--- config.mk ---
export PLATFORM = sky130hd
export DESIGN_NAME = mod20_share_arb_flat
export DESIGN_NICKNAME = d
export VERILOG_FILES = /design/src/rtl/mod20_share_arb_if.sv /design/src/rtl/mod20_share_arb.sv /design/src/flat_wrapper.sv
export SDC_FILE = /design/constraint.sdc
export NUM_CORES = 1
export LEC_CHECK = 0
export BUFFER_PORTS_ARGS = -buffer_cell sky130_fd_sc_hd__buf_2
export CORE_MARGIN = 2
export CORE_UTILIZATION = 50
export DETAILED_ROUTE_END_ITERATION = 12
export GPL_ROUTABILITY_DRIVEN = 0
export PLACE_DENSITY_LB_ADDON = 0.05
export SETUP_SLACK_MARGIN = 0.02
export SLEW_MARGIN = 20
export SYNTH_ARGS = -nofsm -noshare
export SYNTH_HDL_FRONTEND = slang
export SYNTH_SLANG_ARGS = --single-unit
--- constraint.sdc ---
create_clock -name clk -period 2.13 [get_ports clk]
set_input_delay 0.213 -clock clk [delete_from_list [all_inputs] [get_ports clk]]
set_output_delay 0.213 -clock clk [all_outputs]
set_load 0.02 [all_outputs]
--- src/rtl/mod20_share_arb_if.sv ---
//------------------------------------------------------------------------------
// Module      : mod20_share_arb_if
// Description : Requester/result bundle for the shared mod-20 offset unit.
//               The master side belongs to the producers; the slave side
//               belongs to the arbiter.
// Revision    : 1.0 - initial release
//------------------------------------------------------------------------------
`default_nettype none

interface mod20_share_arb_if #(
  parameter int NREQ = 4
);
  localparam int IDW = $clog2(NREQ);

  logic [NREQ-1:0]   req;
  logic [7*NREQ-1:0] opnd;
  logic [5*NREQ-1:0] offs;
  logic [NREQ-1:0]   gnt;
  logic              busy;
  logic              res_valid;
  logic [IDW-1:0]    res_id;
  logic [4:0]        res;

  modport master (
    output req, opnd, offs,
    input  gnt, busy, res_valid, res_id, res
  );

  modport slave (
    input  req, opnd, offs,
    output gnt, busy, res_valid, res_id, res
  );
endinterface

`default_nettype wire

--- src/rtl/mod20_share_arb.sv ---
//------------------------------------------------------------------------------
// Module      : mod20_share_arb
// Description : Round-robin arbiter in front of one iterative unit that
//               computes ((a mod MODULUS) + b) mod MODULUS by repeated
//               subtraction. One job in flight; results tagged with the
//               requester index.
// Revision    : 1.0 - initial release
//------------------------------------------------------------------------------
`default_nettype none

module mod20_share_arb #(
  parameter int NREQ    = 4,
  parameter int MODULUS = 20
) (
  input  wire logic        clk,
  input  wire logic        rst,   // asynchronous, active low
  mod20_share_arb_if.slave bus
);

  localparam int             IDW    = $clog2(NREQ);
  localparam logic [IDW:0]   NREQ_W = (IDW+1)'(NREQ);
  localparam logic [6:0]     MOD_W  = 7'(MODULUS);

  typedef enum logic [2:0] {
    IDLE = 3'd0,
    RED1 = 3'd1,
    ADD  = 3'd2,
    RED2 = 3'd3,
    DONE = 3'd4
  } state_t;

  state_t          state_q, state_d;
  logic [6:0]      acc_q, acc_d;
  logic [4:0]      off_q, off_d;
  logic [IDW-1:0]  id_q, id_d;
  logic [IDW-1:0]  ptr_q, ptr_d;
  logic [4:0]      res_q, res_d;
  logic [IDW-1:0]  res_id_q, res_id_d;
  logic            res_valid_q, res_valid_d;

  logic [NREQ-1:0] gnt_raw;
  logic            found;
  logic [IDW-1:0]  sel;
  logic [IDW-1:0]  sel_next;
  logic [IDW:0]    scan;
  logic [IDW:0]    sel_inc;

  logic [6:0]      opnd_arr [NREQ];
  logic [4:0]      offs_arr [NREQ];

  // Unpack the flat operand buses into per-requester views.
  generate
    for (genvar g = 0; g < NREQ; g++) begin : g_unpack
      assign opnd_arr[g] = bus.opnd[7*g +: 7];
      assign offs_arr[g] = bus.offs[5*g +: 5];
    end
  endgenerate

  // Pick the first requester at or after ptr, wrapping, and the pointer after it.
  always_comb begin
    found    = 1'b0;
    sel      = '0;
    scan     = '0;
    for (int k = 0; k < NREQ; k++) begin
      scan = {1'b0, ptr_q} + (IDW+1)'(k);
      if (scan >= NREQ_W) begin
        scan = scan - NREQ_W;
      end
      if (!found && bus.req[scan[IDW-1:0]]) begin
        found = 1'b1;
        sel   = scan[IDW-1:0];
      end
    end
    sel_inc  = {1'b0, sel} + {{IDW{1'b0}}, 1'b1};
    sel_next = (sel_inc == NREQ_W) ? '0 : sel_inc[IDW-1:0];
  end

  // Next-state and datapath: grant in IDLE, reduce, add offset, reduce, publish.
  always_comb begin
    state_d     = state_q;
    acc_d       = acc_q;
    off_d       = off_q;
    id_d        = id_q;
    ptr_d       = ptr_q;
    res_d       = res_q;
    res_id_d    = res_id_q;
    res_valid_d = 1'b0;
    gnt_raw     = '0;
    case (state_q)
      IDLE: begin
        if (found) begin
          gnt_raw[sel] = 1'b1;
          acc_d        = opnd_arr[sel];
          off_d        = offs_arr[sel];
          id_d         = sel;
          ptr_d        = sel_next;
          state_d      = RED1;
        end
      end
      RED1: begin
        if (acc_q >= MOD_W) begin
          acc_d = acc_q - MOD_W;
        end else begin
          state_d = ADD;
        end
      end
      ADD: begin
        // acc < MODULUS here, so bit 6 is already zero; the sum fits 7 bits.
        acc_d   = {1'b0, acc_q[5:0]} + {2'b00, off_q};
        state_d = RED2;
      end
      RED2: begin
        if (acc_q >= MOD_W) begin
          acc_d = acc_q - MOD_W;
        end else begin
          // Load the result registers on the way into DONE so they are
          // valid during the DONE cycle itself.
          res_d       = acc_q[4:0];
          res_id_d    = id_q;
          res_valid_d = 1'b1;
          state_d     = DONE;
        end
      end
      DONE: begin
        state_d = IDLE;
      end
      default: begin
        state_d = IDLE;
      end
    endcase
  end

  // State and datapath registers with asynchronous active-low clear.
  always_ff @(posedge clk or negedge rst) begin
    if (!rst) begin
      state_q     <= IDLE;
      acc_q       <= '0;
      off_q       <= '0;
      id_q        <= '0;
      ptr_q       <= '0;
      res_q       <= '0;
      res_id_q    <= '0;
      res_valid_q <= 1'b0;
    end else begin
      state_q     <= state_d;
      acc_q       <= acc_d;
      off_q       <= off_d;
      id_q        <= id_d;
      ptr_q       <= ptr_d;
      res_q       <= res_d;
      res_id_q    <= res_id_d;
      res_valid_q <= res_valid_d;
    end
  end

  // Grant is combinational from IDLE but must stay low while reset is held.
  assign bus.gnt       = rst ? gnt_raw : '0;
  assign bus.busy      = (state_q != IDLE);
  assign bus.res_valid = res_valid_q;
  assign bus.res_id    = res_id_q;
  assign bus.res       = res_q;

endmodule

`default_nettype wire
--- src/flat_wrapper.sv ---
// flat-port wrapper written by rule: the top's interface ports become plain ports
module mod20_share_arb_flat 
#(
  parameter int NREQ    = 4,
  parameter int MODULUS = 20
)
  (clk, rst, bus_req, bus_opnd, bus_offs, bus_gnt, bus_busy, bus_res_valid, bus_res_id, bus_res);
  mod20_share_arb_if #(.NREQ(NREQ)) bus_i ();
  input  wire logic clk;
  input  wire logic rst;
  input wire logic [$bits(bus_i.req)-1:0] bus_req;
  input wire logic [$bits(bus_i.opnd)-1:0] bus_opnd;
  input wire logic [$bits(bus_i.offs)-1:0] bus_offs;
  output wire logic [$bits(bus_i.gnt)-1:0] bus_gnt;
  output wire logic [$bits(bus_i.busy)-1:0] bus_busy;
  output wire logic [$bits(bus_i.res_valid)-1:0] bus_res_valid;
  output wire logic [$bits(bus_i.res_id)-1:0] bus_res_id;
  output wire logic [$bits(bus_i.res)-1:0] bus_res;
  assign bus_i.req = bus_req;
  assign bus_i.opnd = bus_opnd;
  assign bus_i.offs = bus_offs;
  assign bus_gnt = bus_i.gnt;
  assign bus_busy = bus_i.busy;
  assign bus_res_valid = bus_i.res_valid;
  assign bus_res_id = bus_i.res_id;
  assign bus_res = bus_i.res;
  mod20_share_arb #(.NREQ(NREQ), .MODULUS(MODULUS)) u_core (.clk(clk), .rst(rst), .bus(bus_i));
endmodule
==> results.ini <==
[setup_path]
cp_cell_sequence=ha_1 > a211oi_1 > o21bai_1 > a21oi_1 > xor2_1 > nor2_1 > o32a_1
worstRegToRegCells=7
reg2reg_slack_ns=0.1
path_class=reg2reg
cpLargestDelayFamily=compound AO/OA/AOI/OAI gates
required_ns=2.29
endpoint_kind=register
cp_slowest_cell=dfrtp_1
crit_buf_inv=0
cp_data_arrival_time_ns=2.20
cp-start-kind=register
max_stage_delay_ns=0.43
worstPathMaxFanout=3
crit_cells=7

[timing]
slew_headroom_pct=76.5
post-route-period-util_pct=95.4
finalClockSkew_ns=0.00809
slew_violations=0
hold_viol_final=0
rsz0062_at_grt=false
fmax_mhz=492
setup-violations-final=0
worstMarginPinSlew_ns=0.353
fin_setup_tns_ns=0
period_needed_ns=2.03
timing.hold.ws_ns=0.251

[routing]
vias=1785
drt_pass1_iterations=4
route.detailed.drc=0
final_antenna_net_count=0
wirelength_um=4590
wl_per_cell_um=14.0
first_iter_violations=133
vias_per_cell=5.43

[clocking]
htreeDepth=1
cts_buffers=3
cts_root_buffer=clkbuf_8
worstSkewPairLatency_ns=0.28
clock_sink_count=27
tritoncts=built
clk_path_buf_depth=2
clk_pin_slew_ns=0.09

[placed_design]
hpwl_um=3570
place_area_um2=2370
port_buffers=66
place_inst=318

[layout]
regArea_um2=678
drive_gt1_share_pct=38.4
layout_commonest_cell=buf_2
syn2layout_area_growth_pct=26.9
fill_cells=319
antenna_cells=0
postLayoutCellArea_um2=2490
multi_input_area_um2=1210
nNetsFinal=345
layout_common_cells=65 x buf_2, 34 x nand2_1, 26 x mux2i_1
layoutNonFillerInstCount=329

[global_route]
grt_overflow_total=0
grt_pass1_wl_um=7380
grt_max_degree=28
track_usage_pct=21.9
antenna_found_initial=0
grt_pass1_vias=1609

[min_path]
hp-class=in2reg
timing.hold.worst_path_depth=3

[logic_synthesis]
synth_mux_area_share_pct=15.1
yosysSeqAreaShare_pct=34.5
yosys_warnings=0
synth_cell_types=57
syn_area_per_cell_um2=9.70
syn-instance-count=202
syn-num-nets=265
ys_seq_elements=27
synthArstFlopShare_pct=100
synth-compound-area-share_pct=17.9
synthFlopType=dfrtp_1
syn_area_um2=1960
synth_edf_count=0
synthXorXnorAreaFrac_pct=3.13
synthAdderAreaFrac_pct=6.13
synth_top_family_by_area=simple AND/OR/NAND/NOR gates
synthSimpleGateAreaFrac_pct=18.6

[die]
fp.dieW_um=66.6
core_um2=3720
rows=22
initial_core_util_pct=52.7
die_area_um2=4440
die_y_um=66.6
pin_count=67

[power_and_ir_drop]
total_power_uw=3460
ir_drop_mv=0.836
p_per_area_nw_per_um2=1390
leakage_uw=0.00129

[job]
cap_violations=0

[status]
status=complete, no violations

## Yosys cell counts (all sizes together), types with 2 or more instances
master	n	share of area, %
a21oi	9	2.5
ha	8	5.1
nor2	14	3.6
inv	10	1.9
buf	5	2.5
o22ai	3	0.96
a221oi	2	1.5
o21ai	6	1.5
nor4	2	1.4
nor3	2	0.51
dfrtp	27	34
o2bb2ai	2	1.9
and3	2	0.64
xor2	4	1.8
mux2	2	1.1
and2	2	0.83
nand2b	4	1.3
nand2	36	7.4
a21o	2	0.77
nor2b	2	0.64
a211oi	2	0.77
or3	2	0.64
o221ai	7	3.4
xnor2	3	1.3
o21bai	2	0.77
mux2i	27	14
## kinds of logic after synthesis
kind of cell               after synthesis
adders and majority gates                9
muxes                                   29
xor gates and xnor gates                 7
DFF                                     27
AOI/OAI and AO/OA                       44
buffers and inverters                   16
and+or+nand+nor                         70
## registers in the layout (all words and copies together), names as in the netlist
register / flops
u_core.off_q: 5
u_core.ptr_q: 2
u_core.state_q: 3
u_core.bus.res_id: 2
u_core.bus.res: 5
u_core.bus.res_valid: 1
u_core.id_q: 2
u_core.acc_q: 7
## worst min-delay path, cell delays in order
cell      delay [ns]
buf_2           0.07
mux2i_1         0.05
o221ai_1        0.15
## routing by layer
layer / GRT usage, % / vias to the layer above / routed length [um]
met1: 31.1 / 852 / 2190
li1: - / 890 / -
met2: 35.1 / 39 / 2210
met5: 0 / - / 0
met4: 4.59 / 0 / 32
met3: 3.55 / 4 / 153
## timing repair
item | 4_1_cts | 5_1_grt
hold buffers | 1 | 0
pin swaps | 2 | 2
setup endpoints to repair | 1 | 6
buffers inserted | 4 | 2
endpoints found under the hold margin | 27 | 0
resized for setup | 0 | 7
gates cloned | 0 | 0
## path summary, 6_finish.rpt
path	startpoint	end
worst max register to register	u_core.off_q[1]	u_core.acc_q[5]
min in group asynchronous	rst	u_core.ptr_q[1]
worst max-delay path	u_core.off_q[1]	u_core.acc_q[5]
worst min-delay path	bus_offs[2]	u_core.off_q[2]
max in group asynchronous	rst	u_core.state_q[0]
worst min register to register	u_core.id_q[0]	u_core.bus.res_id[0]
## layout make-up
| cell class | count | area share [%] |
|---|---|---|
| Multi-Input combinational cell | 159 | 48.8 |
| Clock inverter | 1 | 0.302 |
| Inverter | 10 | 1.51 |
| Sequential cell | 27 | 27.3 |
| Timing Repair Buffer | 81 | 18.0 |
| Clock buffer | 3 | 1.66 |
| Tap cell | 48 | 2.42 |
## stage by stage
step	utilization (%)	worst slack, ns
after global routing	66.9	0.0137
after floorplan	-	0.0513
after global placement	63.7	0.0825
after CTS	66.1	0.0202
after detailed placement	63.7	0.0390
final	66.9	0.0984
## power by group
part	total, uW	internal, uW	leakage, uW	switching [uW]
Combinational	2170	1010	0.000938	1160
Clock	301	133	0.0000217	168
Sequential	990	758	0.000330	232
Total	3460	1900	0.00129	1560
No activity file was read; power rests on OpenSTA's default activity.
